[src/rtl/lfsr_pkg.sv]
// Shared LFSR definitions: FSM state encoding and the generic step function.
// The step function works on a fixed maximum width; callers zero-extend
// their state/taps and truncate the result back to their own width.
package lfsr_pkg;

    localparam int LFSR_MAX_W = 64;

    typedef enum logic [1:0] {
        IDLE   = 2'd0,
        PRERUN = 2'd1,
        RUN    = 2'd2,
        LOCK   = 2'd3
    } lfsr_state_e;

    // One LFSR advance: shift left, feed back the parity of the tapped bits.
    // Bits at or above 'width' are cleared so the result fits the caller.
    function automatic logic [LFSR_MAX_W-1:0] lfsr_next(
        input logic [LFSR_MAX_W-1:0] state,
        input logic [LFSR_MAX_W-1:0] taps,
        input int                    width
    );
        logic [LFSR_MAX_W-1:0] mask;
        logic                  fb;
        fb   = ^(state & taps);
        mask = {LFSR_MAX_W{1'b0}};
        for (int i = 0; i < LFSR_MAX_W; i++) begin
            if (i < width) begin
                mask[i] = 1'b1;
            end else begin
                mask[i] = 1'b0;
            end
        end
        return ((state << 1) & mask) | {{(LFSR_MAX_W-1){1'b0}}, fb};
    endfunction

endpackage

[src/rtl/lfsr_keygen_if.sv]
// Keystream output handshake between the generator and its consumer.
interface lfsr_keygen_if #(
    parameter int WIDTH = 6
);
    logic             out_valid;
    logic             out_ready;
    logic [WIDTH-1:0] out_data;

    modport master (
        output out_valid,
        output out_data,
        input  out_ready
    );

    modport slave (
        input  out_valid,
        input  out_data,
        output out_ready
    );
endinterface

[src/rtl/lfsr_core.sv]
// LFSR state and taps registers plus the step logic. Shared between the
// encoder- and decoder-side key generators; sequencing is left to the caller.
module lfsr_core #(
    parameter int WIDTH = 6
) (
    input  logic             clk,
    input  logic             rst_n,
    input  logic             load,
    input  logic             advance,
    input  logic [WIDTH-1:0] taps,
    input  logic [WIDTH-1:0] start,
    output logic [WIDTH-1:0] state,
    output logic [WIDTH-1:0] next
);
    import lfsr_pkg::*;

    logic [WIDTH-1:0] state_r;
    logic [WIDTH-1:0] taps_r;
    logic [WIDTH-1:0] next_s;

    // Combinational next state from the current state and registered taps.
    always_comb begin
        next_s = WIDTH'(lfsr_next(LFSR_MAX_W'(state_r), LFSR_MAX_W'(taps_r), WIDTH));
    end

    // State/taps registers: load has priority over advance.
    always_ff @(posedge clk or negedge rst_n) begin
        if (!rst_n) begin
            state_r <= {WIDTH{1'b0}};
            taps_r  <= {WIDTH{1'b0}};
        end else if (load) begin
            state_r <= start;
            taps_r  <= taps;
        end else if (advance) begin
            state_r <= next_s;
        end else begin
            state_r <= state_r;
        end
    end

    assign state = state_r;
    assign next  = next_s;

endmodule

[src/rtl/lfsr_keygen.sv]
// Keystream generator: sequences an lfsr_core through an optional pre-run,
// serves words over a valid/ready handshake, halts on the all-zero state and
// measures the seed-to-seed period.
module lfsr_keygen #(
    parameter int WIDTH = 6,
    parameter int CNT_W = WIDTH
) (
    input  logic              clk,
    input  logic              rst_n,
    input  logic              init,
    input  logic [WIDTH-1:0]  taps,
    input  logic [WIDTH-1:0]  start,
    input  logic [CNT_W-1:0]  skip,
    lfsr_keygen_if.master     kif,
    output logic              busy,
    output logic              lockup,
    output logic              period_done,
    output logic [CNT_W-1:0]  period
);
    import lfsr_pkg::*;

    localparam logic [CNT_W-1:0] CNT_ONE = {{(CNT_W-1){1'b0}}, 1'b1};
    localparam logic [CNT_W-1:0] CNT_MAX = {CNT_W{1'b1}};

    lfsr_state_e      fsm_r;
    lfsr_state_e      fsm_nxt_s;
    logic             advance_s;
    logic [WIDTH-1:0] state_s;
    logic [WIDTH-1:0] next_s;
    logic [WIDTH-1:0] seed_r;
    logic [CNT_W-1:0] skip_cnt_r;
    logic [CNT_W-1:0] adv_cnt_r;
    logic             out_valid_r;
    logic             busy_r;
    logic             lockup_r;
    logic             period_done_r;
    logic [CNT_W-1:0] period_r;

    lfsr_core #(.WIDTH(WIDTH)) u_core (
        .clk     (clk),
        .rst_n   (rst_n),
        .load    (init),
        .advance (advance_s),
        .taps    (taps),
        .start   (start),
        .state   (state_s),
        .next    (next_s)
    );

    // Next-state and advance decode; init overrides everything else.
    always_comb begin
        fsm_nxt_s = fsm_r;
        advance_s = 1'b0;
        if (init) begin
            if (start == {WIDTH{1'b0}}) begin
                fsm_nxt_s = LOCK;
            end else if (skip != {CNT_W{1'b0}}) begin
                fsm_nxt_s = PRERUN;
            end else begin
                fsm_nxt_s = RUN;
            end
        end else begin
            case (fsm_r)
                IDLE: begin
                    fsm_nxt_s = IDLE;
                end
                PRERUN: begin
                    advance_s = 1'b1;
                    if (next_s == {WIDTH{1'b0}}) begin
                        fsm_nxt_s = LOCK;
                    end else if (skip_cnt_r == CNT_ONE) begin
                        fsm_nxt_s = RUN;
                    end else begin
                        fsm_nxt_s = PRERUN;
                    end
                end
                RUN: begin
                    advance_s = kif.out_ready;
                    if (kif.out_ready && (next_s == {WIDTH{1'b0}})) begin
                        fsm_nxt_s = LOCK;
                    end else begin
                        fsm_nxt_s = RUN;
                    end
                end
                LOCK: begin
                    fsm_nxt_s = LOCK;
                end
                default: begin
                    fsm_nxt_s = IDLE;
                end
            endcase
        end
    end

    // FSM state and registered status outputs decoded from the next state.
    always_ff @(posedge clk or negedge rst_n) begin
        if (!rst_n) begin
            fsm_r       <= IDLE;
            out_valid_r <= 1'b0;
            busy_r      <= 1'b0;
            lockup_r    <= 1'b0;
        end else begin
            fsm_r       <= fsm_nxt_s;
            out_valid_r <= (fsm_nxt_s == RUN);
            busy_r      <= (fsm_nxt_s == PRERUN);
            lockup_r    <= (fsm_nxt_s == LOCK);
        end
    end

    // Seed copy, pre-run countdown, advance counter and period capture.
    always_ff @(posedge clk or negedge rst_n) begin
        if (!rst_n) begin
            seed_r        <= {WIDTH{1'b0}};
            skip_cnt_r    <= {CNT_W{1'b0}};
            adv_cnt_r     <= {CNT_W{1'b0}};
            period_done_r <= 1'b0;
            period_r      <= {CNT_W{1'b0}};
        end else if (init) begin
            seed_r        <= start;
            skip_cnt_r    <= skip;
            adv_cnt_r     <= {CNT_W{1'b0}};
            period_done_r <= 1'b0;
            period_r      <= {CNT_W{1'b0}};
        end else if (advance_s) begin
            if ((fsm_r == PRERUN) && (skip_cnt_r != {CNT_W{1'b0}})) begin
                skip_cnt_r <= skip_cnt_r - CNT_ONE;
            end else begin
                skip_cnt_r <= skip_cnt_r;
            end
            if (adv_cnt_r != CNT_MAX) begin
                adv_cnt_r <= adv_cnt_r + CNT_ONE;
            end else begin
                adv_cnt_r <= adv_cnt_r;
            end
            if ((next_s == seed_r) && !period_done_r) begin
                period_done_r <= 1'b1;
                period_r      <= (adv_cnt_r == CNT_MAX) ? CNT_MAX : (adv_cnt_r + CNT_ONE);
            end else begin
                period_done_r <= period_done_r;
                period_r      <= period_r;
            end
        end else begin
            seed_r        <= seed_r;
            skip_cnt_r    <= skip_cnt_r;
            adv_cnt_r     <= adv_cnt_r;
            period_done_r <= period_done_r;
            period_r      <= period_r;
        end
    end

    assign kif.out_valid = out_valid_r;
    assign kif.out_data  = state_s;
    assign busy          = busy_r;
    assign lockup        = lockup_r;
    assign period_done   = period_done_r;
    assign period        = period_r;

endmodule
[src/flat_wrapper.sv]
// flat-port wrapper written by rule: the top's interface ports become plain ports
module lfsr_keygen_flat import lfsr_pkg::*;
#(
    parameter int WIDTH = 6,
    parameter int CNT_W = WIDTH
)
  (clk, rst_n, init, taps, start, skip, busy, lockup, period_done, period, kif_out_valid, kif_out_data, kif_out_ready);
  lfsr_keygen_if #(.WIDTH(WIDTH)) kif_i ();
  input  logic clk;
  input  logic rst_n;
  input  logic init;
  input  logic [WIDTH-1:0] taps;
  input  logic [WIDTH-1:0] start;
  input  logic [CNT_W-1:0] skip;
  output logic busy;
  output logic lockup;
  output logic period_done;
  output logic [CNT_W-1:0] period;
  output wire logic [$bits(kif_i.out_valid)-1:0] kif_out_valid;
  output wire logic [$bits(kif_i.out_data)-1:0] kif_out_data;
  input wire logic [$bits(kif_i.out_ready)-1:0] kif_out_ready;
  assign kif_out_valid = kif_i.out_valid;
  assign kif_out_data = kif_i.out_data;
  assign kif_i.out_ready = kif_out_ready;
  lfsr_keygen #(.WIDTH(WIDTH), .CNT_W(CNT_W)) u_core (.clk(clk), .rst_n(rst_n), .init(init), .taps(taps), .start(start), .skip(skip), .kif(kif_i), .busy(busy), .lockup(lockup), .period_done(period_done), .period(period));
endmodule
[config.mk]
export PLATFORM = sky130hd
export DESIGN_NAME = lfsr_keygen_flat
export DESIGN_NICKNAME = d
export VERILOG_FILES = /design/src/rtl/lfsr_pkg.sv /design/src/rtl/lfsr_keygen_if.sv /design/src/rtl/lfsr_core.sv /design/src/rtl/lfsr_keygen.sv /design/src/flat_wrapper.sv
export SDC_FILE = /design/constraint.sdc
export NUM_CORES = 1
export LEC_CHECK = 0
export BUFFER_PORTS_ARGS = -buffer_cell sky130_fd_sc_hd__clkbuf_2
export CAP_MARGIN = 30
export CORE_MARGIN = 3
export CORE_UTILIZATION = 55
export DETAILED_ROUTE_END_ITERATION = 12
export GPL_TIMING_DRIVEN = 0
export PLACE_DENSITY = 0.89
export SYNTH_ARGS = -nofsm -noshare
export SYNTH_HDL_FRONTEND = slang
export SYNTH_SLANG_ARGS = --single-unit
[constraint.sdc]
create_clock -name clk -period 4.9 [get_ports clk]
set_input_delay 0.98 -clock clk [delete_from_list [all_inputs] [get_ports clk]]
set_output_delay 0.98 -clock clk [all_outputs]
set_load 0.02 [all_outputs]
Yosys cells after proc, flatten, opt, wreduce, memory -nomap -nowiden. Index checks and enable logic that the tools add are counted.

Register bits after elaboration: 42. Word-level logic and storage cells: 66. Output and inout bits: 16. Input bits: 22.

Mux-type cells: 24. Bitwise logic cells: 2. Eq/ne operators: 10. Reduce and logical (&&, ||, !) cells: 17. Add/subtract/negate cells: 2.

Operators by type and width (number): $mux W6 (12); $reduce_xor A64 Y1 (1); $logic_not A6 Y1 (2); $reduce_bool A6 Y1 (2); $mux W2 (5); $eq A2 B2 Y1 const B (4); $pmux W2 S4 (1); $reduce_bool A2 Y1 (4); $add A6 B1 Y6 const B (1); $and A6 B6 Y6 (1); $eq A6 B1 Y1 const B (1); $eq A6 B6 Y1 (1); $eq A6 B6 Y1 const B (1); $ne A6 B6 Y1 const B (1); $or A6 B1 Y6 (1); $reduce_and A2 Y1 (3); $sub A6 B1 Y6 const B (1); $mux W1 (5); $eq A2 B1 Y1 const B (2); $logic_and A1 B1 Y1 (3); $logic_not A2 Y1 (1); $pmux W1 S2 (1); $logic_not A1 Y1 (1).

Depth between registers and ports, before layout. Gate-level depths: netlist (run 1).

Depth in word-level cells: 9. Depth in mapped cells: 8. Gate-level depth less buffers: 7.

By module. Synthesis (run 1) repeated with hierarchy kept, for this count alone.

Cells, all modules: 229. Area, all modules: 2361.0 µm².

By module, submodules not included: lfsr_keygen (instances 1, area each 1747.9 µm², cells an instance 175, seq. area each 750.7 µm²); lfsr_core (instances 1, area each 613.1 µm², cells an instance 54, seq. area each 300.3 µm²).

Worst setup path after synthesis (run 1). OpenSTA, ideal clock, no wires.

Path type: input-to-reg. From: input port kif_out_ready. To: register u_core.period_r[5] (netlist: u_core.period[5]). Path slack: 2.589 ns. Data required time: 4.821 ns. Data arrival time: 2.232 ns. Setup time: 0.079 ns. Stages: 6. Path buffers: 1. Cell sequence: a21oi_1 -> nand2b_1 -> buf_2 -> or4_1 -> nor2_2 -> mux2i_1.

Cells in the longest elaborated chain, start to end: 4.

RTL lines: start, declared (line flat_wrapper.sv:21) `input wire logic [$bits(kif_i.out_ready)-1:0] kif_out_ready;`; $pmux W1 S2 (line lfsr_keygen.sv:63) `case (fsm_r)`; $mux W1 (line lfsr_keygen.sv:54) `if (init) begin`; $reduce_bool A2 Y1 (no line); $reduce_and A2 Y1 (no line); end signal, assigned (line lfsr_keygen.sv:117) `period_r <= {CNT_W{1'b0}};`; end signal, assigned (line lfsr_keygen.sv:123) `period_r <= {CNT_W{1'b0}};`; end signal, assigned (line lfsr_keygen.sv:137) `period_r <= (adv_cnt_r == CNT_MAX) ? CNT_MAX : (adv_cnt_r + CNT_ONE);`; end, declared (line lfsr_keygen.sv:37) `logic [CNT_W-1:0] period_r;`.

No other way between the ends. A chain may end at the register's enable or synchronous reset.

Worst setup path in the final report (run 1). Same ends and word-level chain as after synthesis.

==> results of run 1 <==
worst max-delay path: stages:
cell and delay, ns:
sky130_fd_sc_hd__clkbuf_2 0.09, sky130_fd_sc_hd__a21oi_1 0.08, sky130_fd_sc_hd__nand2b_1 0.14, sky130_fd_sc_hd__buf_2 0.19
sky130_fd_sc_hd__or4_1 0.54, sky130_fd_sc_hd__nor2_2 0.26, sky130_fd_sc_hd__mux2i_1 0.23
cells in the final DEF, fill, tap and decap left out, types with 3 or more instances in the layout:
cell,count
sky130_fd_sc_hd__a21oi_1,11
sky130_fd_sc_hd__a311oi_1,4
sky130_fd_sc_hd__and3_1,4
sky130_fd_sc_hd__clkbuf_1,5
sky130_fd_sc_hd__clkbuf_2,36
sky130_fd_sc_hd__clkbuf_8,6
sky130_fd_sc_hd__dfrtp_1,42
sky130_fd_sc_hd__ha_1,7
sky130_fd_sc_hd__inv_1,11
sky130_fd_sc_hd__mux2_2,7
sky130_fd_sc_hd__mux2i_1,8
sky130_fd_sc_hd__nand2_1,23
sky130_fd_sc_hd__nand3_1,5
sky130_fd_sc_hd__nor2_1,14
sky130_fd_sc_hd__nor3_1,3
sky130_fd_sc_hd__o21ai_0,20
sky130_fd_sc_hd__xnor2_1,9
sky130_fd_sc_hd__xor2_1,8
final cells by class:
| class | instances | area [um^2] |
|---|---|---|
| flip-flops and latches | 42 | 1050 |
| inverters | 11 | 41.3 |
| plain buffers | 7 | 27.5 |
| clock inverters | 1 | 30.0 |
| clock buffers | 6 | 82.6 |
| well taps | 48 | 60.1 |
| multi-input cells | 157 | 1140 |
| repair buffers | 37 | 208 |
| fillers | 304 | 1160 |
worst min-delay path by stage:
| stage | start | to | depth (start not counted) |
|---|---|---|---|
| after floorplan | u_core.u_core.taps_r[1] | u_core.u_core.taps_r[1] | 1 |
| after detailed placement | u_core.u_core.taps_r[4] | u_core.u_core.taps_r[4] | 1 |
| final | u_core.u_core.taps_r[4] | u_core.u_core.taps_r[4] | 1 |
| after global placement | u_core.u_core.taps_r[4] | u_core.u_core.taps_r[4] | 1 |
| after global routing | u_core.u_core.taps_r[4] | u_core.u_core.taps_r[4] | 1 |
| after CTS | u_core.u_core.taps_r[4] | u_core.u_core.taps_r[4] | 1 |
power groups by stage:
stage	sequential, mW	clock, mW	combinational (mW)
after global routing	0.414	0.299	0.255
after CTS	0.409	0.281	0.233
after global placement	0.413	0	0.221
final	0.409	0.278	0.231
after detailed placement	0.414	0	0.231
after floorplan	0.419	0	0.160
routing by layer:
layer  GRT usage  wire [um]  up-vias
met3      0.0403        221        7
met2       0.338       2370       44
li1            -          -      844
met5           0          0        -
met1       0.277       2090      847
met4      0.0872         64        0
kinds of logic (layout without fill, tap and decap cells):
group | after synthesis | in the layout | share of synthesized area
multiplexers | 15 | 15 | 0.0703
buffers and inverters | 18 | 62 | 0.0304
flip-flops | 42 | 42 | 0.465
XOR/XNOR | 23 | 23 | 0.129
AO/OA/AOI/OAI | 43 | 43 | 0.112
adder cells (fa/ha/maj) | 7 | 7 | 0.0387
AND/OR/NAND/NOR | 69 | 69 | 0.154
stage by stage:
stage	setup WS, ns	util
2_1_floorplan	2.59	-
3_3_place_gp	2.36	0.658
3_5_place_dp	2.31	0.666
4_1_cts	2.61	0.695
5_1_grt	2.47	0.695
6_report	2.61	0.695
sequential cells by signal, indices dropped and copies added (netlist names):
register	count
u_core.period_done	1
u_core.kif.out_valid	1
u_core.adv_cnt_r	6
u_core.period	6
u_core.skip_cnt_r	6
u_core.lockup	1
u_core.u_core.state	6
u_core.fsm_r	2
u_core.seed_r	6
u_core.u_core.taps_r	6
u_core.busy	1
==> flow_summary_export.csv, run 1 <==
group,metric,value,unit
die,row_count,22,
global_route,grt_use_total,0.210,
logic_synthesis,sequential_fraction_of_the_synthesis_area,0.465,
run,maxCapViolations,0,
logic_synthesis,synth_area_per_cell,10.4,um^2
global_route,maximum_number_of_pins_on_one_net_before_global_route_repair,23,
detailed_routing,drc,0,
sta,timing_hold_violations_final,0,
placed_design,post_dp_cell_area,0.00253,mm^2
clock_network,post_cts_buffers,0,
sta,whs,0.515,ns
detailed_routing,totalWireLength,4750,um
setup_path,worstPathMaxFanout,8,
logic_synthesis,netlist_instances,217,
power_and_ir_drop,power_per_cell_area,348,mW/mm^2
layout,syn_to_final_growth,16.8,%
power_and_ir_drop,power.internal,651,uW
logic_synthesis,synth-async-reset-ratio,1.00,
die,core-area,0.00380,mm^2
sta,final_period_minus_worst_setup_slack,2.29,ns
setup_path,r2r-start,"u_core.fsm_r[1]",
die,die_w,70.1,um
power_and_ir_drop,clock_power_share,0.302,
setup_path,worst-endpoint-arrival,2.51,ns
logic_synthesis,postSynthNetCount,246,
logic_synthesis,synth_enable_flop_cells,0,
clock_network,cts_root_buffer,"sky130_fd_sc_hd__clkbuf_8",
clock_network,cts-buffers-inserted,5,
sta,layout_worst_path_cycle_share,0.467,
placed_design,post-place-cells,302,
clock_network,clkSinkCount,42,
layout,final_nets,290,
sta,finalSetupTns,0,ns
sta,slew_margin_rel,0.611,
hold_path,min_delay_worst_type,"reg -> reg",
layout,post-route-cell-area,0.00264,mm^2
setup_path,cp-startpoint,"kif_out_ready",
global_route,first_global_vias,1691,
setup_path,worst-setup-path-type,"in -> reg",
global_route,initial_antenna_violation_count,0,
clock_network,clk_path_buf_depth,2,
logic_synthesis,synth-main-ff-cell,"sky130_fd_sc_hd__dfrtp_1",
outcome,run_status,"finished clean",
setup_path,setup.reg_to_reg.worst_slack,2.68,ns
setup_path,worst_setup_path_end_kind,"flop",
clock_network,resized_gates_after_cts,0,
logic_synthesis,post-synth-top-area-fraction,0.465,
detailed_routing,vias,1742,
logic_synthesis,cell_type_contributing_the_most_total_cell_area_after_synthesis,"sky130_fd_sc_hd__dfrtp_1",
setup_path,reg2reg_depth,8,
logic_synthesis,synth_top_cells_by_count,"sky130_fd_sc_hd__dfrtp_1, sky130_fd_sc_hd__nand2_1, sky130_fd_sc_hd__o21ai_0",
die,io_pins,38,
global_route,grt_pass1_wl,8030,um
clock_network,path_clk_slew,0.08,ns
sta,worstMarginPinSlew,0.584,ns
setup_path,reg2reg_to,"u_core.period[5]",
detailed_routing,final_antenna_net_count,0,
layout,stdcell_count,309,
clock_network,ctsHtreeMaxLevel,2,
sta,finalMaxSlewViolations,0,
sta,final.setup_skew,0.00650,ns
logic_synthesis,most_used_standard_cell_by_instance_count_after_synthesis,"sky130_fd_sc_hd__dfrtp_1",
power_and_ir_drop,p_leak,1.26,nW
die,starting_density,0.595,
power_and_ir_drop,p_switching,267,uW
die,floorplan.die.height,70.1,um
power_and_ir_drop,sw_frac_of_total,0.291,
placed_design,finalWeightedCongestion,0.867,
die,floorplan.die_area,0.00492,mm^2
setup_path,endpoint,"u_core.period[5]",
logic_synthesis,synthTopCellsByArea,"sky130_fd_sc_hd__dfrtp_1, sky130_fd_sc_hd__o21ai_0, sky130_fd_sc_hd__ha_1",
layout,insertedDiodeCount,0,
placed_design,place_hpwl,3490,um
power_and_ir_drop,totalPowerFinal,918,uW
placed_design,numPortBuffers,36,
setup_path,setup.worst_path.start_class,"primary input",
sta,rsz0062_at_grt,"no",
sta,final-setup-viol-count,0,
clock_network,clock_insertion_delay_worst_skew,0.29,ns
global_route,grt.overflow.total,0,
logic_synthesis,post_synth_num_cell_types,43,
logic_synthesis,yosys_warnings,0,
power_and_ir_drop,ir_worst_vdd,0.000212,V
sta,fmaxAchievable,0.437,GHz
detailed_routing,routed_wire_length_per_instance,15.4,um
power_and_ir_drop,power.sequential.fraction,0.446,
detailed_routing,detail_route.first_pass.iterations,5,
detailed_routing,via_per_inst,5.64,
layout,fraction_of_final_layout_cells_with_drive_strength_greater_than_1,0.234,
power_and_ir_drop,comb_power_share,0.252,
logic_synthesis,cell_area_after_synthesis,0.00226,mm^2
clock_network,hold_buffers_post_cts,0,
detailed_routing,initialDrtViolationCount,143,
clock_network,cts_tree,"built",
setup_path,worst_ep_required_time,5.12,ns
logic_synthesis,synth_seq_cells,42,
No activity file was read; power rests on OpenSTA's default activity.
==> inputs of run 2 (changes only) <==
==> constraint.sdc (replaced) <==
create_clock -name clk -period 2.3 [get_ports clk]
set_input_delay 0.46 -clock clk [delete_from_list [all_inputs] [get_ports clk]]
set_output_delay 0.46 -clock clk [all_outputs]
set_load 0.02 [all_outputs]
==> run 2 against run 1 <==
- sequential share of layout area fell by 0.13 points
- final cell count did not move
- die area did not move
- power rose by 110%
- worst hold slack got worse by 0.37 ns
- sequential cell count did not move
- register-to-register slack got worse by 2.5 ns
- worst setup slack got worse by 2.4 ns
- sequential power rose by 110%
- clock skew barely moved
- routed wire length rose by 1.1%
- core utilization rose by 0.23 points
- critical endpoint unchanged
- largest cell class unchanged
- highest routed layer unchanged
==> flow_summary_export.csv, run 2 (synthesis gave the netlist of run 1 again) <==
group,metric,value,unit
power_and_ir_drop,comb_power_share,0.254,
die,row_count,22,
die,floorplan.die.height,70.1,um
setup_path,worst_ep_required_time,2.52,ns
setup_path,worst_setup_path_end_kind,"flop",
detailed_routing,detail_route.first_pass.iterations,5,
layout,fillerInstances,302,
global_route,initial_antenna_violation_count,0,
global_route,grt_use_total,0.210,
setup_path,reg2reg_to,"u_core.period[5]",
global_route,first_global_vias,1691,
setup_path,r2r-start,"u_core.fsm_r[1]",
power_and_ir_drop,p_leak,1.27,nW
sta,final_period_minus_worst_setup_slack,2.12,ns
clock_network,ctsHtreeMaxLevel,2,
die,starting_density,0.595,
setup_path,worst-setup-path-type,"reg -> reg",
detailed_routing,drc,0,
clock_network,resized_gates_after_cts,0,
die,core-area,0.00380,mm^2
power_and_ir_drop,power.internal,1.39,mW
power_and_ir_drop,totalPowerFinal,1.96,mW
setup_path,cp-startpoint,"u_core.fsm_r[1]",
setup_path,setup.reg_to_reg.worst_slack,0.18,ns
clock_network,clock_insertion_delay_worst_skew,0.30,ns
power_and_ir_drop,power_per_cell_area,741,mW/mm^2
clock_network,post_cts_buffers,0,
placed_design,finalWeightedCongestion,0.867,
layout,layout_common_cells,"sky130_fd_sc_hd__dfrtp_1, sky130_fd_sc_hd__clkbuf_2, sky130_fd_sc_hd__nand2_1",
setup_path,slowest_stage,"sky130_fd_sc_hd__or4_4",
hold_path,min_delay_worst_type,"in -> async",
layout,insertedDiodeCount,0,
sta,layout_worst_path_cycle_share,0.924,
sta,finalMaxSlewViolations,0,
power_and_ir_drop,ir_worst_vdd,0.000452,V
detailed_routing,via_per_inst,5.60,
placed_design,numPortBuffers,36,
clock_network,hold_buffers_post_cts,0,
die,floorplan.die_area,0.00492,mm^2
global_route,grt_pass1_wl,8030,um
layout,fraction_of_final_layout_cells_with_drive_strength_greater_than_1,0.238,
detailed_routing,totalWireLength,4800,um
power_and_ir_drop,clock_power_share,0.302,
setup_path,worstPathMaxFanout,8,
detailed_routing,final_antenna_net_count,0,
sta,finalSetupTns,0,ns
run,maxCapViolations,0,
sta,worstMarginPinSlew,0.603,ns
setup_path,worstPathCellList,"inv_1, ha_1, a21oi_1, nand2b_1, buf_2, or4_4, nor2_4, mux2i_1",
power_and_ir_drop,p_switching,577,uW
setup_path,endpoint,"u_core.period[5]",
detailed_routing,vias,1730,
power_and_ir_drop,power.sequential.fraction,0.444,
sta,final.setup_skew,0.00665,ns
sta,slew_margin_rel,0.598,
clock_network,cts-buffers-inserted,5,
setup_path,setup.worst_path.start_class,"flop",
layout,multiInputGateArea,0.00115,mm^2
layout,seqCellArea,0.00105,mm^2
sta,timing_hold_violations_final,0,
clock_network,clkSinkCount,42,
global_route,grt.overflow.total,0,
clock_network,cts_tree,"built",
placed_design,place_hpwl,3490,um
clock_network,path_clk_slew,0.08,ns
clock_network,clk_path_buf_depth,2,
setup_path,reg2reg_depth,8,
clock_network,cts_root_buffer,"sky130_fd_sc_hd__clkbuf_8",
sta,fmaxAchievable,0.471,GHz
outcome,run_status,"finished clean",
setup_path,worst-endpoint-arrival,2.34,ns
layout,syn_to_final_growth,17.2,%
layout,final_nets,290,
sta,rsz0062_at_grt,"no",
die,io_pins,38,
setup_path,longest_individual_stage_delay_on_the_worst_path,0.53,ns
die,die_w,70.1,um
global_route,maximum_number_of_pins_on_one_net_before_global_route_repair,23,
detailed_routing,initialDrtViolationCount,133,
power_and_ir_drop,sw_frac_of_total,0.294,
detailed_routing,routed_wire_length_per_instance,15.5,um
layout,most_frequent_standard_cell_in_the_layout_excluding_fill_and_tap_cells,"sky130_fd_sc_hd__dfrtp_1",
sta,final-setup-viol-count,0,
-- run 2: cell counts in the layout (fill, tap and decap cells not counted) --
No cell type changed its count.
-- run 2: critical path, delay by kind of cell (launching register included) --
| kind | cells | cell delay (ns) |
|---|---|---|
| and+or+nand+nor | 3 | 0.85 |
| AOI/OAI and AO/OA | 1 | 0.08 |
| buffers and inverters | 2 | 0.27 |
| DFF | 1 | 0.41 |
| adders and majority gates | 1 | 0.20 |
| muxes | 1 | 0.21 |
-- run 2: area by class of cell --
cell class                 instances  share of cell area
clock buffer                       6              0.0312
buffer                             7              0.0104
inverter                          11              0.0156
tap                               48              0.0227
timing repair buffer              37              0.0784
clock inverter                     1              0.0113
multi-input combinational        157               0.434
sequential                        42               0.397
-- run 2: through the flow --
stage                     cells  hold WS, ns   util  cell area [um^2]  setup slack, ns
after floorplan             217        0.164      -              2260            0.334
after global placement      301        0.494  0.658              2500            0.175
after detailed placement    302        0.480  0.666              2530           0.0937
after CTS                   309        0.163  0.695              2640           0.0744
after global routing        309        0.183  0.698              2650          0.00774
final                       309        0.148  0.698              2650            0.176
-- run 2: per-layer routing --
metal / vias to the layer above / track usage / wire [um] / share of wire
met3: 6 / 0.0403 / 239 / 0.050
met1: 831 / 0.277 / 2100 / 0.44
met5: - / 0 / 0 / 0
met4: 0 / 0.0872 / 64 / 0.013
li1: 843 / - / - / -
met2: 50 / 0.338 / 2400 / 0.50
-- run 2: worst min-delay path by stage --
stage                             from                      end  slack, ns  cells past startpoint
2_1_floorplan                    rst_n      u_core.adv_cnt_r[0]       0.16                      0
3_3_place_gp   u_core.u_core.taps_r[4]  u_core.u_core.taps_r[4]       0.49                      1
3_5_place_dp                     rst_n   u_core.u_core.state[4]       0.48                      1
4_1_cts                          rst_n   u_core.u_core.state[5]       0.16                      1
5_1_grt                          rst_n         u_core.seed_r[5]       0.18                      1
6_report                         rst_n         u_core.seed_r[5]       0.15                      1
-- run 2: power by group through the flow --
stage               Sequential [mW]  Combinational [mW]  Clock (mW)
global route                  0.882               0.549       0.637
detailed placement            0.882               0.491           0
floorplan                     0.892               0.341           0
global placement              0.880               0.470           0
CTS                           0.871               0.496       0.599
finish                        0.872               0.500       0.593
==> inputs of run 3 (changes only) <==
--- a/config.mk
+++ b/config.mk
@@ -7,7 +7,7 @@
 export LEC_CHECK = 0
 export BUFFER_PORTS_ARGS = -buffer_cell sky130_fd_sc_hd__clkbuf_2
 export CAP_MARGIN = 30
-export CORE_MARGIN = 3
+export CORE_MARGIN = 8
 export CORE_UTILIZATION = 55
 export DETAILED_ROUTE_END_ITERATION = 12
 export GPL_TIMING_DRIVEN = 0
==> run 3 against run 2 <==
- non-clock buffer count unchanged
- final cell count is 0.97% higher
- design area decreased by 0.14%
- combinational power about the same
- core utilization down 3.1 points
- power shrank 0.87%
- sequential share of layout area up 0.056 points
- register-to-register slack about the same
- critical path depth did not move
- worst hold slack lost 0.021 ns
- critical endpoint unchanged
- largest power group unchanged
- largest cell class unchanged
==> flow_summary_export.csv, run 3 (synthesis gave the netlist of run 1 again) <==
group,metric,value,unit
layout,multiInputGateArea,0.00115,mm^2
global_route,grt_pass1_wl,8100,um
sta,worstMarginPinSlew,0.559,ns
detailed_routing,vias,1766,
clock_network,clkSinkCount,42,
clock_network,clock_insertion_delay_worst_skew,0.29,ns
sta,rsz0062_at_grt,"no",
power_and_ir_drop,power_per_cell_area,736,mW/mm^2
setup_path,worst_setup_path_end_kind,"flop",
hold_path,min_delay_worst_type,"in -> async",
clock_network,path_clk_slew,0.08,ns
sta,finalMaxSlewViolations,0,
setup_path,worst-setup-path-type,"reg -> reg",
clock_network,post_cts_buffers,0,
sta,whs,0.127,ns
power_and_ir_drop,power.sequential.fraction,0.446,
die,row_count,23,
detailed_routing,detail_route.first_pass.iterations,6,
setup_path,worstPathMaxFanout,8,
sta,timing_hold_violations_final,0,
global_route,maximum_number_of_pins_on_one_net_before_global_route_repair,25,
layout,insertedDiodeCount,0,
detailed_routing,totalWireLength,4910,um
sta,fmaxAchievable,0.468,GHz
sta,final_period_minus_worst_setup_slack,2.14,ns
clock_network,cts_root_buffer,"sky130_fd_sc_hd__clkbuf_8",
die,floorplan.die_area,0.00642,mm^2
sta,layout_worst_path_cycle_share,0.930,
placed_design,place_hpwl,3690,um
setup_path,worst_ep_required_time,2.52,ns
sta,final-setup-viol-count,0,
die,core-area,0.00397,mm^2
die,die_w,80.1,um
detailed_routing,routed_wire_length_per_instance,15.7,um
global_route,grt.overflow.total,0,
layout,most_frequent_standard_cell_in_the_layout_excluding_fill_and_tap_cells,"sky130_fd_sc_hd__dfrtp_1",
layout,final_core_util,0.666,
power_and_ir_drop,power.internal,1.36,mW
outcome,run_status,"finished clean",
global_route,first_global_vias,1778,
placed_design,numPortBuffers,36,
clock_network,cts_tree,"built",
power_and_ir_drop,clock_power_share,0.297,
setup_path,worst-endpoint-arrival,2.36,ns
detailed_routing,drc,0,
die,floorplan.die.height,80.1,um
die,starting_density,0.569,
run,maxCapViolations,0,
layout,fillerInstances,316,
layout,layout_common_cells,"sky130_fd_sc_hd__dfrtp_1, sky130_fd_sc_hd__clkbuf_2, sky130_fd_sc_hd__nand2_1",
setup_path,setup.worst_path.start_class,"flop",
power_and_ir_drop,p_leak,1.26,nW
detailed_routing,initialDrtViolationCount,131,
power_and_ir_drop,comb_power_share,0.257,
detailed_routing,via_per_inst,5.66,
clock_network,ctsHtreeMaxLevel,2,
clock_network,clk_path_buf_depth,2,
global_route,initial_antenna_violation_count,0,
sta,final.setup_skew,0.00667,ns
power_and_ir_drop,p_switching,583,uW
layout,syn_to_final_growth,17.0,%
clock_network,cts-buffers-inserted,5,
detailed_routing,final_antenna_net_count,0,
global_route,grt_use_total,0.156,
sta,finalSetupTns,0,ns
layout,seqCellArea,0.00105,mm^2
layout,final_nets,290,
power_and_ir_drop,sw_frac_of_total,0.299,
placed_design,finalWeightedCongestion,0.864,
layout,fraction_of_final_layout_cells_with_drive_strength_greater_than_1,0.233,
power_and_ir_drop,ir_worst_vdd,0.000436,V
die,io_pins,38,
sta,slew_margin_rel,0.626,
[run 3: path summary, 6_finish.rpt]
check	from	cells past startpoint	slack (ns)	end
worst max-delay path	u_core.fsm_r[1]	8	0.16	u_core.period[5]
worst min-delay path	rst_n	1	0.13	u_core.period[1]
worst max register to register	u_core.fsm_r[1]	8	0.16	u_core.period[5]
worst min register to register	u_core.u_core.taps_r[4]	1	0.52	u_core.u_core.taps_r[4]
max in group asynchronous	rst_n	2	1.68	u_core.seed_r[4]
min in group clk	taps[4]	2	0.39	u_core.u_core.taps_r[4]
[run 3: cell type report]
cell class	count	share of cell area
clock buffers	6	0.0274
plain buffers	7	0.0104
well taps	50	0.0236
multi-input cells	157	0.433
clock inverters	2	0.0142
flip-flops and latches	42	0.397
repair buffers	37	0.0785
inverters	11	0.0156
[run 3: power groups by stage]
| stage | combinational [mW] | clock [mW] | sequential [mW] |
|---|---|---|---|
| after floorplan | 0.341 | 0 | 0.892 |
| after global routing | 0.549 | 0.616 | 0.878 |
| after detailed placement | 0.491 | 0 | 0.881 |
| after global placement | 0.474 | 0 | 0.877 |
| after CTS | 0.497 | 0.587 | 0.867 |
| final | 0.501 | 0.578 | 0.869 |
[run 3: metal layers]
metal | wire, um | global-route usage
met4 | 59 | 0.0509
met1 | 2050 | 0.189
met3 | 329 | 0.0446
met5 | 0 | 0
met2 | 2470 | 0.260
[run 3: per-stage QoR]
step	total power [mW]	area [um^2]	cells	setup WS, ns
after CTS	1.95	2640	312	0.132
after detailed placement	1.37	2530	304	0.141
after global placement	1.35	2500	303	0.203
after global routing	2.04	2650	312	0.0272
after floorplan	1.23	2260	217	0.334
final	1.95	2650	312	0.161
[run 3: worst max-delay path, cell delays in order, from the launching register on]
cell and delay (ns):
sky130_fd_sc_hd__dfrtp_1 0.40, sky130_fd_sc_hd__inv_1 0.09, sky130_fd_sc_hd__ha_1 0.21, sky130_fd_sc_hd__a21oi_1 0.09, sky130_fd_sc_hd__nand2b_1 0.14, sky130_fd_sc_hd__buf_2 0.20, sky130_fd_sc_hd__or4_1 0.56, sky130_fd_sc_hd__nor2_4 0.19
sky130_fd_sc_hd__mux2i_1 0.19
[run 3: what timing repair did]
| item | 4_1_cts | 5_1_grt |
|---|---|---|
| gates resized for setup | 0 | 1 |
| endpoints found under the setup margin | 0 | 5 |
| hold buffers | 0 | 0 |
